[src/rtl/pc_unit.sv]
// pc_unit: 11-bit PIC16C57 program counter with return-stack strobes and a one-cycle flush bubble.
// Define PC_STACK_ERR_EN to build the sticky stack overflow/underflow flag (stk_err); otherwise it is tied 0.
module pc_unit #(
  parameter logic [10:0] RESET_VEC = 11'h7FF
) (
  input  logic        clk,
  input  logic        rst,
  input  logic        ce,
  input  logic        ret_en,
  input  logic        call_en,
  input  logic        goto_en,
  input  logic        pcl_wr_en,
  input  logic        skip,
  input  logic [8:0]  lit,
  input  logic [7:0]  pcl_data,
  input  logic [1:0]  pa,
  input  logic [10:0] stack_out,
  output logic [10:0] PC_out,
  output logic        load_from_PC,
  output logic        load_from_stk1,
  output logic        load_from_stk2,
  output logic        flush,
  output logic [1:0]  depth,
  output logic        stk_err
);

  typedef enum logic {RUN = 1'b0, FLUSH = 1'b1} state_t;

  state_t      state_q, state_d;
  logic [10:0] pc_q, pc_d;
  logic [1:0]  depth_q, depth_d;

  always_ff @(posedge clk or posedge rst) begin
    if (rst) begin
      state_q <= RUN;
      pc_q    <= RESET_VEC;
      depth_q <= 2'd0;
    end else begin
      state_q <= state_d;
      pc_q    <= pc_d;
      depth_q <= depth_d;
    end
  end

  // Strobes are gated by rst so an op held during reset never disturbs the stack.
  always_comb begin
    state_d        = state_q;
    pc_d           = pc_q;
    depth_d        = depth_q;
    load_from_PC   = 1'b0;
    load_from_stk1 = 1'b0;
    load_from_stk2 = 1'b0;
    if (ce && !rst) begin
      if (state_q == FLUSH) begin
        pc_d    = pc_q + 11'd1;
        state_d = RUN;
      end else begin
        state_d = FLUSH;
        if (ret_en) begin
          pc_d           = stack_out;
          load_from_stk2 = 1'b1;
          if (depth_q != 2'd0) depth_d = depth_q - 2'd1;
        end else if (call_en) begin
          pc_d           = {pa, 1'b0, lit[7:0]};
          load_from_PC   = 1'b1;
          load_from_stk1 = 1'b1;
          if (depth_q != 2'd2) depth_d = depth_q + 2'd1;
        end else if (goto_en) begin
          pc_d = {pa, lit};
        end else if (pcl_wr_en) begin
          pc_d = {pa, 1'b0, pcl_data};
        end else begin
          pc_d = pc_q + 11'd1;
          if (!skip) state_d = RUN;
        end
      end
    end
  end

  assign PC_out = pc_q;
  assign flush  = (state_q == FLUSH);
  assign depth  = depth_q;

`ifdef PC_STACK_ERR_EN
  logic err_q, err_d;

  always_comb begin
    err_d = err_q | (load_from_stk2 && depth_q == 2'd0) | (load_from_PC && depth_q == 2'd2);
  end

  always_ff @(posedge clk or posedge rst) begin
    if (rst) err_q <= 1'b0;
    else     err_q <= err_d;
  end

  assign stk_err = err_q;
`else
  assign stk_err = 1'b0;
`endif

endmodule

[config.mk]
export PLATFORM = sky130hd
export DESIGN_NAME = pc_unit
export DESIGN_NICKNAME = d
export VERILOG_FILES = /design/src/rtl/pc_unit.sv
export SDC_FILE = /design/constraint.sdc
export NUM_CORES = 1
export LEC_CHECK = 0
export BUFFER_PORTS_ARGS = -buffer_cell sky130_fd_sc_hd__buf_2
export CAP_MARGIN = 40
export CORE_UTILIZATION = 49
export CTS_BUF_LIST = sky130_fd_sc_hd__clkbuf_8
export CTS_CLUSTER_DIAMETER = 60
export CTS_CLUSTER_SIZE = 25
export DETAILED_ROUTE_END_ITERATION = 10
export PLACE_DENSITY = 0.83
export SYNTH_ARGS = -nofsm -noshare
export SYNTH_HDL_FRONTEND = slang
export SYNTH_SLANG_ARGS = --single-unit
[constraint.sdc]
create_clock -name clk -period 2.56 [get_ports clk]
set_clock_uncertainty 0.2 [all_clocks]
set_input_delay 0.256 -clock clk [delete_from_list [all_inputs] [get_ports clk]]
set_output_delay 0.256 -clock clk [all_outputs]
set_load 0.01 [all_outputs]
==> metrics.csv, run 1 <==
stage,metric,value,unit
synthesis,netlist_instances,176,
power,swShare,39.7,%
detailed_routing,wl_per_cell,14.0,µm
critical_path,setup.worst_path.start_class,input pin,
sta,rsz0062_at_grt,false,
placed_design,place_inst,250,
power,p_per_area,728,nW/µm²
detailed_routing,drt_wl_total,3570,µm
sta,max_freq,424,MHz
floorplanning,io_pins,56,
worst_hold_path,hold_path_class,input pin to flop,
critical_path,cp.required,2100,ps
synthesis,synth_top_area_share,22.4,%
critical_path,slowest_delay,530,ps
detailed_routing,ant_nets,0,
critical_path,worstPathArrival,1900,ps
power,p_sw,0.471,mW
clock_network,worstSkewPairLatency,250,ps
detailed_routing,drtIter0Drc,57,
detailed_routing,viasPerCell,5.67,
power,p_leak,0.725,nW
synthesis,synth_area,1290,µm²
critical_path,slowest_stage,dlygate4sd3_1,
detailed_routing,first_pass_iters,4,
placed_design,portBuffers,54,
outcome,outcome,completed,
critical_path,path_max_fanout,15,
power,seqPwrFrac,38.7,%
finish,multi_input_area,831,µm²
finish,area_growth,26.3,%
floorplanning,core_area,2480,µm²
detailed_routing,drc_errors,0,
clock_network,clkSlewWorstSetupHoldPaths,60,ps
clock_network,cts_setup_buffers,0,
sta,setup_viol,0,
global_routing,grt_pass1_vias,1275,
power,pwr-share-comb,42.3,%
global_routing,grt_pass1_wl,5720,µm
sta,slew_violations,0,
power,pwr-share-clk,19.0,%
clock_network,cts.path.max_buffers,2,
clock_network,cts_root_buf,clkbuf_8,
floorplanning,dieArea,2840,µm²
global_routing,grt_max_degree,35,
synthesis,synth.avg_cell_area,7.32,µm²
finish,regArea,364,µm²
finish,final_common_cell,buf_2,
detailed_routing,num_vias,1447,
floorplanning,start_util,52.0,%
floorplanning,die_width,53.3,µm
synthesis,synth_ff_type,dfstp_2,
clock_network,cts_tree,yes,
synthesis,yosys.area.top_type,dfstp_2,
sta,tightestPinTransition,564,ps
finish,final_cell_mix,"54 x buf_2, 23 x nor2_1, 21 x a21oi_1",
finish,final_net_count,265,
flow_run,maxCapViolCount,0,
power,p_int,0.714,mW
finish,diodes,0,
synthesis,yosysUniqueCellTypes,45,
power,total_power,1.19,mW
critical_path,critPathKind,input pin to primary output,
finish,drive_gt1_share,35.1,%
placed_design,pre_cts_ws,525,ps
critical_path,crit_chain,dlygate4sd3_1 -> buf_2 -> nand2b_1 -> nor2_1 -> and2_1 -> buf_2,
synthesis,ys_seq_area_share,28.3,%
synthesis,synth_edf_count,0,
floorplanning,die_h,53.3,µm
synthesis,ys_ff_latch,14,
global_routing,antenna_found_initial,0,
synthesis,ys_warn_count,0,
finish,final_cells,255,
finish,fillers,229,
sta,finalSetupTns,0,ps
sta,finalCritPeriodShare,92.2,%
sta,slew_headroom,62.4,%
critical_path,worstSetupEndpointType,primary output,
global_routing,grt_usage,28.1,%
sta,final.setup.worst_slack,199,ps
placed_design,hpwl,2560,µm
global_routing,overflow,0,
synthesis,synthTopCellsByArea,"dfstp_2 22%, a21oi_1 8.2%, nor2_1 6.7%, dfrtp_1 5.8%, o21ai_0 4.7%",
sta,fin_crit,2360,ps
sta,final-hold-violation-count,0,
synthesis,syn-num-nets,215,
clock_network,numCtsBuffers,3,
clock_network,htreeDepth,1,
placed_design,globalplace.congestion,0.842,
floorplanning,core.rowCount,18,
critical_path,critPathMostFrequentCell,buf_2,
clock_network,clock-sinks,14,
synthesis,async_flop_share,100,%
power,ir_drop,521,µV
critical path: cells and delay by family:
family | cells | cell delay, ps
buffers and inverters | 3 | 770
AND/OR/NAND/NOR | 3 | 860
state kept, by name, indices dropped and copies added (netlist names):
| signal | flops |
|---|---|
| PC_out | 11 |
| depth | 2 |
| flush | 1 |
area by class of cell:
| cell class | instances | share of cell area, % |
|---|---|---|
| repair buffers | 59 | 19.1 |
| multi-input cells | 140 | 51.0 |
| clock buffers | 4 | 3.38 |
| well taps | 30 | 2.31 |
| inverters | 8 | 1.84 |
| flip-flops and latches | 14 | 22.4 |
metrics by stage:
step | utilization, % | area (µm²) | hold WS (ps)
after global routing | 65.7 | 1630 | 59.7
after detailed placement | 63.1 | 1560 | 90.9
after floorplan | - | 1290 | -54.3
final | 65.7 | 1630 | 49.2
after global placement | 63.1 | 1560 | 93.1
after CTS | 65.7 | 1630 | 60.0
cells by family after synthesis:
group / share of synthesized area [%]
buf+inv: 7.28
fa+ha+maj: 0.971
compound gates: 29.8
other cells: 0.291
mux: 3.98
xor+xnor: 3.40
flops: 28.3
simple gates: 26.0
worst paths after layout:
kind                              start              to  slack, ps  cells after the start
max                                 rst  load_from_stk2        200                      6
min                        stack_out[2]       PC_out[2]         50                      3
max reg2reg                   PC_out[0]       PC_out[6]        390                      6
min reg2reg                   PC_out[8]      PC_out[10]        340                      2
max in group asynchronous           rst       PC_out[0]       1540                      4
min in group asynchronous           rst        depth[1]        380                      4
power by group through the flow:
| stage | Clock, mW | Sequential (mW) | Combinational [mW] |
|---|---|---|---|
| 4_1_cts | 0.223 | 0.458 | 0.502 |
| 3_5_place_dp | 0 | 0.459 | 0.495 |
| 3_3_place_gp | 0 | 0.455 | 0.491 |
| 2_1_floorplan | 0 | 0.480 | 0.291 |
| 6_report | 0.225 | 0.459 | 0.501 |
| 5_1_grt | 0.242 | 0.473 | 0.555 |
cell usage after synthesis (all sizes together) (2+ instances only):
cell	instances
nor2	23
a21oi	21
nand2	15
o21ai	13
dfstp	11
inv	8
buf	7
clkbuf	7
nand3	6
o31ai	6
nor3	5
o22ai	5
mux2i	4
nand2b	4
nor2b	4
a31oi	3
dfrtp	3
xnor2	3
a211oi	2
and2	2
and4	2
o211ai	2
o22a	2
o311a	2
xor2	2
timing repair:
action	4_1_cts	5_1_grt
gates resized for setup	0	0
setup endpoints to repair	0	0
hold buffers	1	0
endpoints found under the hold margin	3	0
per-layer routing:
metal  up-vias  global-route usage [%]  part of all wire, %
li1        732                       -                    -
met4         0                    7.46                 0.53
met1       643                    37.2                   43
met3         4                    6.32                  9.1
met5         -                       0                    0
met2        68                    45.2                   47
(Power assumes the default switching activity.)
==> run 2, diff against run 1 <==
- CORE_ASPECT_RATIO: not set -> 0.9
==> run 2 against run 1 <==
Against the previous run:
- final area is 0.31% lower
- power decreased by 2.2%
- clock-buffer cell count is 1 lower
- maximum frequency increased by 0.69%
- critical path type unchanged
- first-iteration DRC count up 32%
- cell count fell by 0.39%
- highest routed layer unchanged
==> metrics.csv, run 2 (same netlist as run 1, synthesis figures left out) <==
stage,metric,value,unit,change
outcome,outcome,completed,,unchanged
critical_path,timing.rr.end,PC_out[6],,unchanged
critical_path,crit_cells,6,,unchanged
finish,drive_gt1_share,35.0,%,was 35.1%
global_routing,antenna_found_initial,0,,unchanged
floorplanning,io_pins,56,,unchanged
critical_path,cp_top_family,simple AND/OR/NAND/NOR gates,,unchanged
critical_path,slowest_delay,530,ps,about the same
clock_network,cts_root_buf,clkbuf_8,,unchanged
power,swShare,40.9,%,was 39.7%
finish,largest_reg_flops,11,,unchanged
sta,fin_crit,2340,ps,was 2360 ps
global_routing,grt_usage,26.5,%,was 28.1%
power,pwr-share-comb,43.1,%,was 42.3%
clock_network,htreeDepth,1,,unchanged
worst_hold_path,worstHoldEndpoint,PC_out[2],,unchanged
detailed_routing,drc_errors,0,,unchanged
sta,final-hold-violation-count,0,,unchanged
power,p_sw,0.474,mW,was 0.471 mW
power,pwr-share-clk,17.2,%,was 19.0%
placed_design,pre_cts_ws,536,ps,was 525 ps
critical_path,critPathKind,input pin to primary output,,unchanged
clock_network,clkSlewWorstSetupHoldPaths,70,ps,was 60 ps
sta,finalSetupTns,0,ps,unchanged
critical_path,worstSetupEndpointType,primary output,,unchanged
worst_hold_path,whs_path_depth,3,,unchanged
clock_network,cts_tree,yes,,unchanged
clock_network,clock-sinks,14,,unchanged
placed_design,hpwl,2530,µm,was 2560 µm
flow_run,maxCapViolCount,0,,unchanged
critical_path,worstPathArrival,1890,ps,was 1900 ps
detailed_routing,drt_wl_total,3550,µm,was 3570 µm
finish,final_common_cell,buf_2,,unchanged
worst_hold_path,hold_path_class,input pin to flop,,unchanged
critical_path,setup.worst_path.start_class,input pin,,unchanged
global_routing,grt_max_degree,35,,unchanged
global_routing,overflow,0,,unchanged
critical_path,r2r_cells,6,,unchanged
critical_path,cp.required,2100,ps,about the same
floorplanning,die_width,56.1,µm,was 53.3 µm
detailed_routing,first_pass_iters,5,,was 4
critical_path,crit_chain,dlygate4sd3_1 -> buf_2 -> nand2b_1 -> nor2_1 -> and2_1 -> buf_2,,unchanged
floorplanning,core.rowCount,17,,was 18
critical_path,path_buf_inv,3,,unchanged
placed_design,globalplace.congestion,0.874,,was 0.842
critical_path,r2r_slack,470,ps,was 390 ps
critical_path,path_max_fanout,13,,was 15
floorplanning,die_h,50.7,µm,was 53.3 µm
finish,final_net_count,266,,was 265
power,p_leak,0.727,nW,was 0.725 nW
clock_network,cts_resized,0,,unchanged
global_routing,grt_pass1_vias,1326,,"was 1,275"
placed_design,portBuffers,54,,unchanged
power,seqPwrFrac,39.7,%,was 38.7%
critical_path,slowest_stage,dlygate4sd3_1,,unchanged
clock_network,worstSkewPairLatency,250,ps,about the same
sta,tightestPinTransition,539,ps,was 564 ps
finish,diodes,0,,unchanged
detailed_routing,ant_nets,0,,unchanged
finish,fillers,221,,was 229
power,ir_drop,535,µV,was 521 µV
critical_path,critPathMostFrequentCell,buf_2,,unchanged
floorplanning,core_area,2470,µm²,was 2480 µm²
worst_hold_path,hp-start,stack_out[2],,unchanged
power,p_per_area,714,nW/µm²,was 728 nW/µm²
detailed_routing,drtIter0Drc,75,,was 57
finish,area_growth,25.9,%,was 26.3%
sta,max_freq,426,MHz,was 424 MHz
floorplanning,dieArea,2840,µm²,about the same
sta,rsz0062_at_grt,false,,unchanged
critical_path,r2r_start,PC_out[0],,unchanged
clock_network,cts.path.max_buffers,2,,unchanged
sta,final.setup.worst_slack,215,ps,was 199 ps
detailed_routing,wl_per_cell,14.0,µm,about the same
finish,final_cell_mix,"54 x buf_2, 23 x nor2_1, 21 x a21oi_1",,unchanged
detailed_routing,num_vias,1460,,"was 1,447"
sta,setup_viol,0,,unchanged
sta,holdWs,46.5,ps,was 49.2 ps
clock_network,numCtsBuffers,3,,unchanged
sta,slew_violations,0,,unchanged
floorplanning,start_util,52.2,%,was 52.0%
global_routing,grt_pass1_wl,5980,µm,was 5720 µm
detailed_routing,viasPerCell,5.75,,was 5.67
sta,finalCritPeriodShare,91.6,%,was 92.2%
sta,slew_headroom,63.1,%,was 62.4%
power,p_int,0.685,mW,was 0.714 mW
==> run 2: cell count changes in the layout (fill, tap and decap cells not counted), sizes merged <==
cell    previous run  this run
buf               58        59
clkbuf             4         3
inv                8         9
==> run 2: power by group through the flow <==
stage	combinational [mW]	clock (mW)	sequential, mW
floorplan	0.291	0	0.480
global placement	0.491	0	0.455
detailed placement	0.496	0	0.456
CTS	0.499	0.200	0.455
global route	0.562	0.210	0.474
finish	0.500	0.199	0.460
==> run 2: worst min-delay path: stages <==
cell,delay [ps]
buf_2,80
a31oi_1,70
o31ai_1,60
==> run 2: metal layers <==
metal | up-vias | share of wire (%) | GRT usage [%]
li1 | 731 | - | -
met5 | - | 0 | 0
met4 | 0 | 0.28 | 8.94
met2 | 73 | 46 | 40.9
met3 | 2 | 8.4 | 5.67
met1 | 654 | 46 | 36.7
==> run 2: timing repair <==
action                    4_1_cts  5_1_grt
hold buffers                    1        0
buffers inserted                0        0
hold endpoints to repair        3        0
==> run 2: through the flow <==
| stage | total power [mW] | instances | instance area (µm²) | util (%) |
|---|---|---|---|---|
| detailed placement | 0.952 | 249 | 1570 | 63.5 |
| CTS | 1.15 | 254 | 1620 | 65.8 |
| global route | 1.25 | 254 | 1620 | 65.8 |
| floorplan | 0.771 | 176 | 1290 | - |
| finish | 1.16 | 254 | 1620 | 65.8 |
| global placement | 0.946 | 249 | 1570 | 63.5 |
==> run 2: layout make-up <==
cell class                 instances  area (µm²)  share of cell area (%)
inverter                           8        30.0                    1.85
multi-input combinational        140         831                    51.2
tap                               28        35.0                    2.16
clock inverter                     1        3.75                   0.231
clock buffer                       3        41.3                    2.54
timing repair buffer              60         318                    19.6
sequential                        14         364                    22.4
==> run 2: worst max-delay path by stage <==
stage | start | endpoint | slack [ps]
2_1_floorplan | PC_out[0] | PC_out[6] | 640
3_3_place_gp | PC_out[0] | PC_out[6] | 610
3_5_place_dp | PC_out[0] | PC_out[6] | 540
4_1_cts | rst | load_from_stk2 | 220
5_1_grt | rst | load_from_stk2 | 120
6_report | rst | load_from_stk2 | 220
